--- src/rtl/regfile_bypass_sb.sv ---
// Two-read/two-write register file with a write-to-read bypass and a per-register busy
// scoreboard. Decode reads and reserves registers; writeback drives the two write ports.
module regfile_bypass_sb #(
  parameter int DATA_W     = 32,
  parameter int ADDR_W     = 5,
  parameter bit INIT_INDEX = 1'b1
) (
  input  logic              clk,
  input  logic              rst,
  input  logic [ADDR_W-1:0] rd_addr1,
  input  logic [ADDR_W-1:0] rd_addr2,
  output logic [DATA_W-1:0] rd_data1,
  output logic [DATA_W-1:0] rd_data2,
  output logic              rd_busy1,
  output logic              rd_busy2,
  input  logic              wr_en0,
  input  logic              wr_en1,
  input  logic [ADDR_W-1:0] wr_addr0,
  input  logic [ADDR_W-1:0] wr_addr1,
  input  logic [DATA_W-1:0] wr_data0,
  input  logic [DATA_W-1:0] wr_data1,
  input  logic              rsv_en,
  input  logic [ADDR_W-1:0] rsv_addr,
  output logic [ADDR_W:0]   busy_cnt
);

  localparam int DEPTH = 1 << ADDR_W;

  logic [DATA_W-1:0] mem_rd [DEPTH];
  logic [DEPTH-1:0]  busy_vec;
  logic [DEPTH-1:0]  busy_nxt;
  logic [ADDR_W:0]   busy_cnt_q, busy_cnt_d;

  genvar gi;

  // One storage word and busy bit per register; entry 0 is a constant zero that never goes busy.
  for (gi = 0; gi < DEPTH; gi++) begin : g_reg
    if (gi == 0) begin : g_zero
      assign mem_rd[gi]   = '0;
      assign busy_vec[gi] = 1'b0;
      assign busy_nxt[gi] = 1'b0;
    end else begin : g_word
      localparam logic [ADDR_W-1:0] IDX      = ADDR_W'(gi);
      localparam logic [DATA_W-1:0] INIT_VAL = INIT_INDEX ? DATA_W'(gi) : '0;

      logic [DATA_W-1:0] word_q, word_d;
      logic              busy_q, busy_d;
      logic              wr_hit0, wr_hit1;

      // Port 1 overrides port 0; a reservation beats the clear from a same-cycle write.
      always_comb begin
        wr_hit0 = wr_en0 && (wr_addr0 == IDX);
        wr_hit1 = wr_en1 && (wr_addr1 == IDX);
        word_d  = word_q;
        if (wr_hit0) word_d = wr_data0;
        if (wr_hit1) word_d = wr_data1;
        busy_d = busy_q;
        if (wr_hit0 || wr_hit1) busy_d = 1'b0;
        if (rsv_en && (rsv_addr == IDX)) busy_d = 1'b1;
      end

      always_ff @(posedge clk) begin
        if (rst) begin
          word_q <= INIT_VAL;
          busy_q <= 1'b0;
        end else begin
          word_q <= word_d;
          busy_q <= busy_d;
        end
      end

      assign mem_rd[gi]   = word_q;
      assign busy_vec[gi] = busy_q;
      assign busy_nxt[gi] = busy_d;
    end
  end

  logic [ADDR_W-1:0] rd_addr [2];
  logic [DATA_W-1:0] rd_val  [2];
  logic              rd_bsy  [2];

  assign rd_addr[0] = rd_addr1;
  assign rd_addr[1] = rd_addr2;

  // A reader hitting a same-cycle write sees the new value and not-busy together.
  for (gi = 0; gi < 2; gi++) begin : g_rd
    logic              hit0, hit1;
    logic [DATA_W-1:0] val;
    logic              bsy;

    always_comb begin
      hit0 = wr_en0 && (wr_addr0 == rd_addr[gi]) && (rd_addr[gi] != '0);
      hit1 = wr_en1 && (wr_addr1 == rd_addr[gi]) && (rd_addr[gi] != '0);
      val  = mem_rd[rd_addr[gi]];
      if (hit0) val = wr_data0;
      if (hit1) val = wr_data1;
      bsy = busy_vec[rd_addr[gi]] && !(hit0 || hit1);
    end

    assign rd_val[gi] = val;
    assign rd_bsy[gi] = bsy;
  end

  assign rd_data1 = rd_val[0];
  assign rd_data2 = rd_val[1];
  assign rd_busy1 = rd_bsy[0];
  assign rd_busy2 = rd_bsy[1];

  always_comb begin
    busy_cnt_d = '0;
    for (int i = 0; i < DEPTH; i++) begin
      busy_cnt_d = busy_cnt_d + {{ADDR_W{1'b0}}, busy_nxt[i]};
    end
  end

  always_ff @(posedge clk) begin
    if (rst) busy_cnt_q <= '0;
    else     busy_cnt_q <= busy_cnt_d;
  end

  assign busy_cnt = busy_cnt_q;

endmodule

--- config.mk ---
export PLATFORM = sky130hd
export DESIGN_NAME = regfile_bypass_sb
export DESIGN_NICKNAME = d
export VERILOG_FILES = /design/src/rtl/regfile_bypass_sb.sv
export SDC_FILE = /design/constraint.sdc
export NUM_CORES = 2
export LEC_CHECK = 0
export CAP_MARGIN = 20
export CORE_ASPECT_RATIO = 0.8
export CORE_MARGIN = 2
export CORE_UTILIZATION = 30
export CTS_BUF_LIST = sky130_fd_sc_hd__clkbuf_8 sky130_fd_sc_hd__clkbuf_16
export DETAILED_ROUTE_END_ITERATION = 10
export PLACE_DENSITY = 0.46
export RECOVER_POWER = 25
export SLEW_MARGIN = 0
export SYNTH_ARGS = -nofsm -noshare
export SYNTH_HDL_FRONTEND = slang
export SYNTH_SLANG_ARGS = --single-unit
--- constraint.sdc ---
create_clock -name clk -period 5.8 [get_ports clk]
set_input_delay 0.58 -clock clk [delete_from_list [all_inputs] [get_ports clk]]
set_output_delay 0.58 -clock clk [all_outputs]
set_load 0.02 [all_outputs]
=== Word-level counts from Yosys, hierarchy flattened ===
Index checks and enable logic that the tools add are counted.

* Word-level logic and storage cells: 505
* Register bits: 1029
* Input bits: 94
* Output and inout bits: 72

* Reduce and logical (&&, ||, !) cells: 171
* Equality and inequality tests: 97
* Bitwise operators: 2
* Magnitude comparators: 4
* Mux-type cells: 138
* Add/sub/neg operators: 30

{| class="wikitable"
|+ Operators by type and width
! kind !! count
|-
| $mux 32 || 70
|-
| $bmux 32 s5 || 2
|-
| $eq 5x5->1 const B || 48
|-
| $add 6x1->6 || 25
|-
| $eq 5x4->1 const B || 24
|-
| $logic_and 1x1->1 || 103
|-
| $mux 1 || 64
|-
| $reduce_bool 2->1 || 31
|-
| $eq 5x3->1 const B || 12
|-
| $logic_or 1x1->1 || 33
|-
| $eq 5x2->1 const B || 6
|-
| $eq 5x5->1 || 4
|-
| $eq 5x1->1 const B || 3
|-
| $ge 6x6->1 const B || 2
|-
| $lt 5x6->1 const B || 2
|-
| $not 5->6 || 2
|-
| $bmux 1 s5 || 2
|-
| $reduce_bool 5->1 || 2
|-
| $add 5x1->6 || 1
|-
| $add 4x1->5 || 1
|-
| $add 3x1->4 || 1
|-
| $add 2x1->3 || 1
|-
| $add 1x1->2 || 1
|-
| $logic_not 1->1 || 2
|}

=== Longest topological paths before layout ===
* Depth in word-level cells: 35
* Gate-level depth with buffers: 24
* Depth with buffers taken out: 21

=== Worst setup path before layout ===
No wires, ideal clock.

* Path type: input port to flip-flop
* From: input port wr_addr0[4]
* To: register busy_cnt_q[4], in the netlist busy_cnt[4]
* Stages: 24
* Library setup time: 128 ps
* Data required time: 5672 ps
* Buffers on the path: 4
* Setup slack: -400 ps
* Arrival time: 6073 ps
* Cells stage by stage: buf_2 and2_1 clkbuf_1 nand3_1 buf_2 clkbuf_1 a32oi_1 fa_1 fa_1 inv_1 fa_1 inv_1 fa_1 fa_1 inv_1 fa_1 inv_1 fa_1 fa_1 inv_1 a21o_1 a21oi_1 xor2_1 nor2_1

* Longest elaborated chain between the ends: 35
* Elaborated cells on any way between the ends: 185
* Classes of those cells: add/sub (30); eq/ne (31); mux (62); reduce/logical (62)

{| class="wikitable"
|+ Ends and longest elaborated chain
! what !! RTL line !! source
|-
| start, declared || 18 || <nowiki>input logic [ADDR_W-1:0] wr_addr0,</nowiki>
|-
| $eq 5x1->1 or $eq 5x2->1 (tied branches) || 52 || <nowiki>wr_hit0 = wr_en0 && (wr_addr0 == IDX);</nowiki>
|-
| $logic_and 1x1->1 || 52 ||
|-
| $logic_or 1x1->1 || 58 || <nowiki>if (wr_hit0 || wr_hit1) busy_d = 1'b0;</nowiki>
|-
| $mux 1 || 58 ||
|-
| $mux 1 || 59 || <nowiki>if (rsv_en && (rsv_addr == IDX)) busy_d = 1'b1;</nowiki>
|-
| $add 1x1->2 || 112 || <nowiki>busy_cnt_d = busy_cnt_d + {{ADDR_W{1'b0}}, busy_nxt[i]};</nowiki>
|-
| $add 2x1->3 || 112 ||
|-
| $add 3x1->4 || 112 ||
|-
| $add 4x1->5 || 112 ||
|-
| $add 5x1->6 || 112 ||
|-
| $add 6x1->6 (24 in series) || 112 ||
|-
| $add 6x1->6 (*) || 112 ||
|-
| end signal, assigned || 118 || <nowiki>else busy_cnt_q <= busy_cnt_d;</nowiki>
|-
| end, declared || 32 || <nowiki>logic [ADDR_W:0] busy_cnt_q, busy_cnt_d;</nowiki>
|}

Every way passes the cells marked *; elsewhere a longest branch is shown, timed or not.
A chain may end at the register's enable or synchronous reset.

=== Worst setup path after layout ===
* From: input port wr_addr0[0]
* To: register busy_cnt_q[4], in the netlist busy_cnt[4]

* Longest elaborated chain between the ends: 35
* Elaborated cells on any way between the ends: 185
* Classes of those cells: add/sub (30); eq/ne (31); mux (62); reduce/logical (62)

{| class="wikitable"
|+ Ends and longest elaborated chain
! what !! RTL line !! source
|-
| $eq 5x2->1 || 52 ||
|-
| $logic_and 1x1->1 || 52 ||
|-
| $logic_or 1x1->1 || 58 ||
|-
| $mux 1 || 58 ||
|-
| $mux 1 || 59 ||
|-
| named net g_reg[2].g_word.busy_d || 47 || <nowiki>logic busy_q, busy_d;</nowiki>
|-
| $add 1x1->2 || 112 ||
|-
| $add 2x1->3 || 112 ||
|-
| $add 3x1->4 || 112 ||
|-
| $add 4x1->5 || 112 ||
|-
| $add 5x1->6 || 112 ||
|-
| $add 6x1->6 (25 in series) || 112 ||
|}

The timed path passes the listed nets, and every way through them passes these cells.

==> impl_metrics.py <==
metrics = {
    "run_status": {
        "status": "finished with violations",
        "violations": "capacitance limit, slew limit",
    },
    "global_routing": {
        "first_global_vias": 63760,
        "grt_pass1_wl_um": 533000,
        "grt_use_total_pct": 34.5,
        "grt_overflow": 0,
        "antenna_found_initial": 26,
        "grt_max_degree": 167,
    },
    "worst_hold_path": {
        "min_path_type": "input port to flip-flop",
    },
    "route": {
        "route.met2.wl_um": 153000,
        "finalWirelength_um": 393000,
        "drc": 0,
        "met1Wirelength_um": 159000,
        "routedWlPerCell_um": 37.2,
        "wl_met3_um": 59800,
        "vias": 70079,
        "drtIter0Drc": 11215,
        "ant_nets": 0,
        "via_per_inst": 6.64,
        "detail_route.first_pass.iterations": 9,
        "highest_layer": "met5",
    },
    "layout": {
        "areaGrowthSynthToFinish_pct": 14.7,
        "drive_above_1_share_pct": 17.4,
        "final_common_cell": "nand2_1",
        "final_cell_mix": "1543 x nand2_1, 1129 x nor2_1, 1029 x dfxtp_1",
        "layoutNonFillerInstCount": 10547,
        "fin_nets": 7701,
    },
    "critical_path": {
        "cp_max_fo": 8,
        "path_class": "input port to flip-flop",
        "crit_arrival_ns": 6.33,
        "crit_path_start_kind": "input port",
        "worst_setup_path_end_kind": "flip-flop",
        "cp.required_ns": 6.46,
    },
    "clocking": {
        "cts.clk_slew.worst_paths_ns": 0.06,
        "htreeDepth": 3,
        "clk_path_buf_depth": 3,
        "cts_tree": "built",
        "clock_sinks": 1029,
        "cts_buffers": 120,
        "cts_hold_buf": 0,
        "root_buffer": "clkbuf_16",
        "clock_latency_ns": 0.80,
    },
    "sta": {
        "finalClockSkew_ns": 0.00799,
        "period_share_pct": 97.7,
        "worst_slack_ns": 0.131,
        "tightest_slew_ns": 5.37,
        "period_needed_ns": 5.67,
        "clock.fmax_mhz": 176,
        "hold_viol": 0,
        "hold-worst-slack_ns": 0.399,
        "maxSlewViolCount": 197,
        "setup_viol": 0,
        "slew_headroom_pct": -258,
    },
    "power": {
        "leakage_nw": 25.8,
        "power.share.combinational_pct": 15.5,
        "ir_worst_vdd_mv": 0.250,
        "power_density_nw_per_um2": 246,
        "pwr-share-clk_pct": 44.4,
        "swShare_pct": 31.0,
        "power_frac_seq_pct": 40.1,
        "internal-power_mw": 12.6,
        "netSwitchingPower_mw": 5.67,
    },
    "logic_synthesis": {
        "synth_area_per_cell_um2": 8.19,
        "ys_types": 68,
        "ys_ff_latch": 1029,
        "yosys_most_used_dff": "dfxtp_1",
        "yosysWarnings": 0,
        "synth_edf_count": 0,
        "syn_area_um2": 64700,
        "syn_nets": 8023,
        "synth_area_leaders": "dfxtp_1 32%, mux4_2 12%, a311oi_1 11%",
        "ys_seq_area_share_pct": 31.8,
        "netlist.area_leader.share_pct": 31.8,
        "yosysTopAreaCell": "dfxtp_1",
        "async_reset_ff_share_pct": 0,
        "syn_inst": 7899,
    },
    "placed_design": {
        "hpwl_um": 234000,
        "gp_congestion": 0.935,
        "dp_slack_ns": -1.09,
        "port_buffers": 165,
        "place_inst": 10291,
    },
    "die": {
        "die_width_um": 523,
        "coreArea_um2": 215000,
        "io_pins": 166,
        "rows": 152,
        "die_area_um2": 219000,
        "die_height_um": 419,
        "initial_utilization_pct": 30.2,
    },
    "job": {
        "max_cap_violations": 1,
    },
}
-- cells in the mapped netlist, drive strengths merged, types with 59 or more instances --
cell type	n
a211oi	96
a21oi	152
a221oi	59
a311oi	822
buf	325
clkbuf	745
dfxtp	1029
mux2	94
mux2i	335
mux4	353
nand2	1586
nand3	365
nor2	1144
o221ai	66
o22ai	71
or2	86
-- cell type report --
type	instances	area [um^2]
Antenna cell	27	67.6
Timing Repair Buffer	626	5640
Inverter	43	161
Tap cell	2849	3560
Clock buffer	151	3440
Multi-Input combinational cell	5757	40200
Sequential cell	1029	20600
Clock inverter	65	582
Fill cell	21859	140000
-- critical path: stages --
cell and delay (ns):
dlygate4sd2_1 0.26, buf_12 0.15, nor4bb_4 0.32, buf_6 0.20, nand2_2 0.11, a32o_1 0.29
fa_1 0.48, inv_1 0.06, fa_1 0.56, fa_1 0.44, fa_1 0.51, fa_1 0.59
inv_2 0.05, fa_1 0.48, inv_1 0.05, fa_2 0.35, fa_2 0.38, inv_1 0.06
a21o_1 0.12, a21oi_2 0.06, xor2_1 0.15, nor2_1 0.05
-- repair_timing --
item,in CTS,in global routing
setup endpoints to repair,5,4
pin swaps,9,18
buffers inserted,7,5
gates resized for setup,12,34
cloned,0,1
-- path summary, 6_finish.rpt --
path	endpoint	cells past startpoint	slack, ns	start
max	busy_cnt[4]	22	0.13	wr_addr0[0]
min	g_reg[26].g_word.word_q[9]	4	0.40	wr_data0[9]
max reg2reg	busy_cnt[4]	19	0.50	g_reg[24].g_word.busy_q
min reg2reg	g_reg[30].g_word.word_q[24]	2	0.49	g_reg[30].g_word.word_q[24]
-- power by group through the flow --
stage               Clock, mW  Combinational, mW  Sequential, mW
floorplan                   0               1.47            7.44
global placement            0               2.70            7.47
detailed placement          0               2.70            7.47
CTS                      8.12               2.72            7.32
global route             8.40               2.87            7.33
finish                   8.11               2.83            7.32
-- cells by family (layout without fill, tap and decap cells) --
group | count (synthesis) | count (layout) | share of synthesized area [%]
AO/OA/AOI/OAI | 1528 | 1528 | 19.0
XOR/XNOR | 23 | 23 | 0.311
adder cells (fa/ha/maj) | 30 | 30 | 0.847
buffers and inverters | 1113 | 885 | 7.30
flip-flops | 1029 | 1029 | 31.8
multiplexers | 782 | 782 | 19.1
other | 0 | 27 | 0
AND/OR/NAND/NOR | 3394 | 3394 | 21.7
-- registers in the layout (all words and copies together), names as in the netlist --
register         count
g.g_word.busy_q     31
g.g_word.word_q    992
busy_cnt             6
-- per-stage QoR --
step | TNS, ns | power (mW) | cell area [um^2] | util, %
5_1_grt | -0.00525 | 18.6 | 74200 | 34.6
4_1_cts | 0 | 18.2 | 74100 | 34.5
6_report | 0 | 18.3 | 74200 | 34.6
3_3_place_gp | -5.52 | 10.2 | 70000 | 32.6
2_1_floorplan | -0.140 | 8.91 | 64800 | -
3_5_place_dp | -5.27 | 10.2 | 70000 | 32.6
-- per-layer routing --
metal	vias up	global-route usage, %
met5	-	0
met4	12	15.2
met3	1067	13.6
met2	5834	46.6
met1	34950	47.8
li1	28216	-
(Power assumes the default switching activity.)
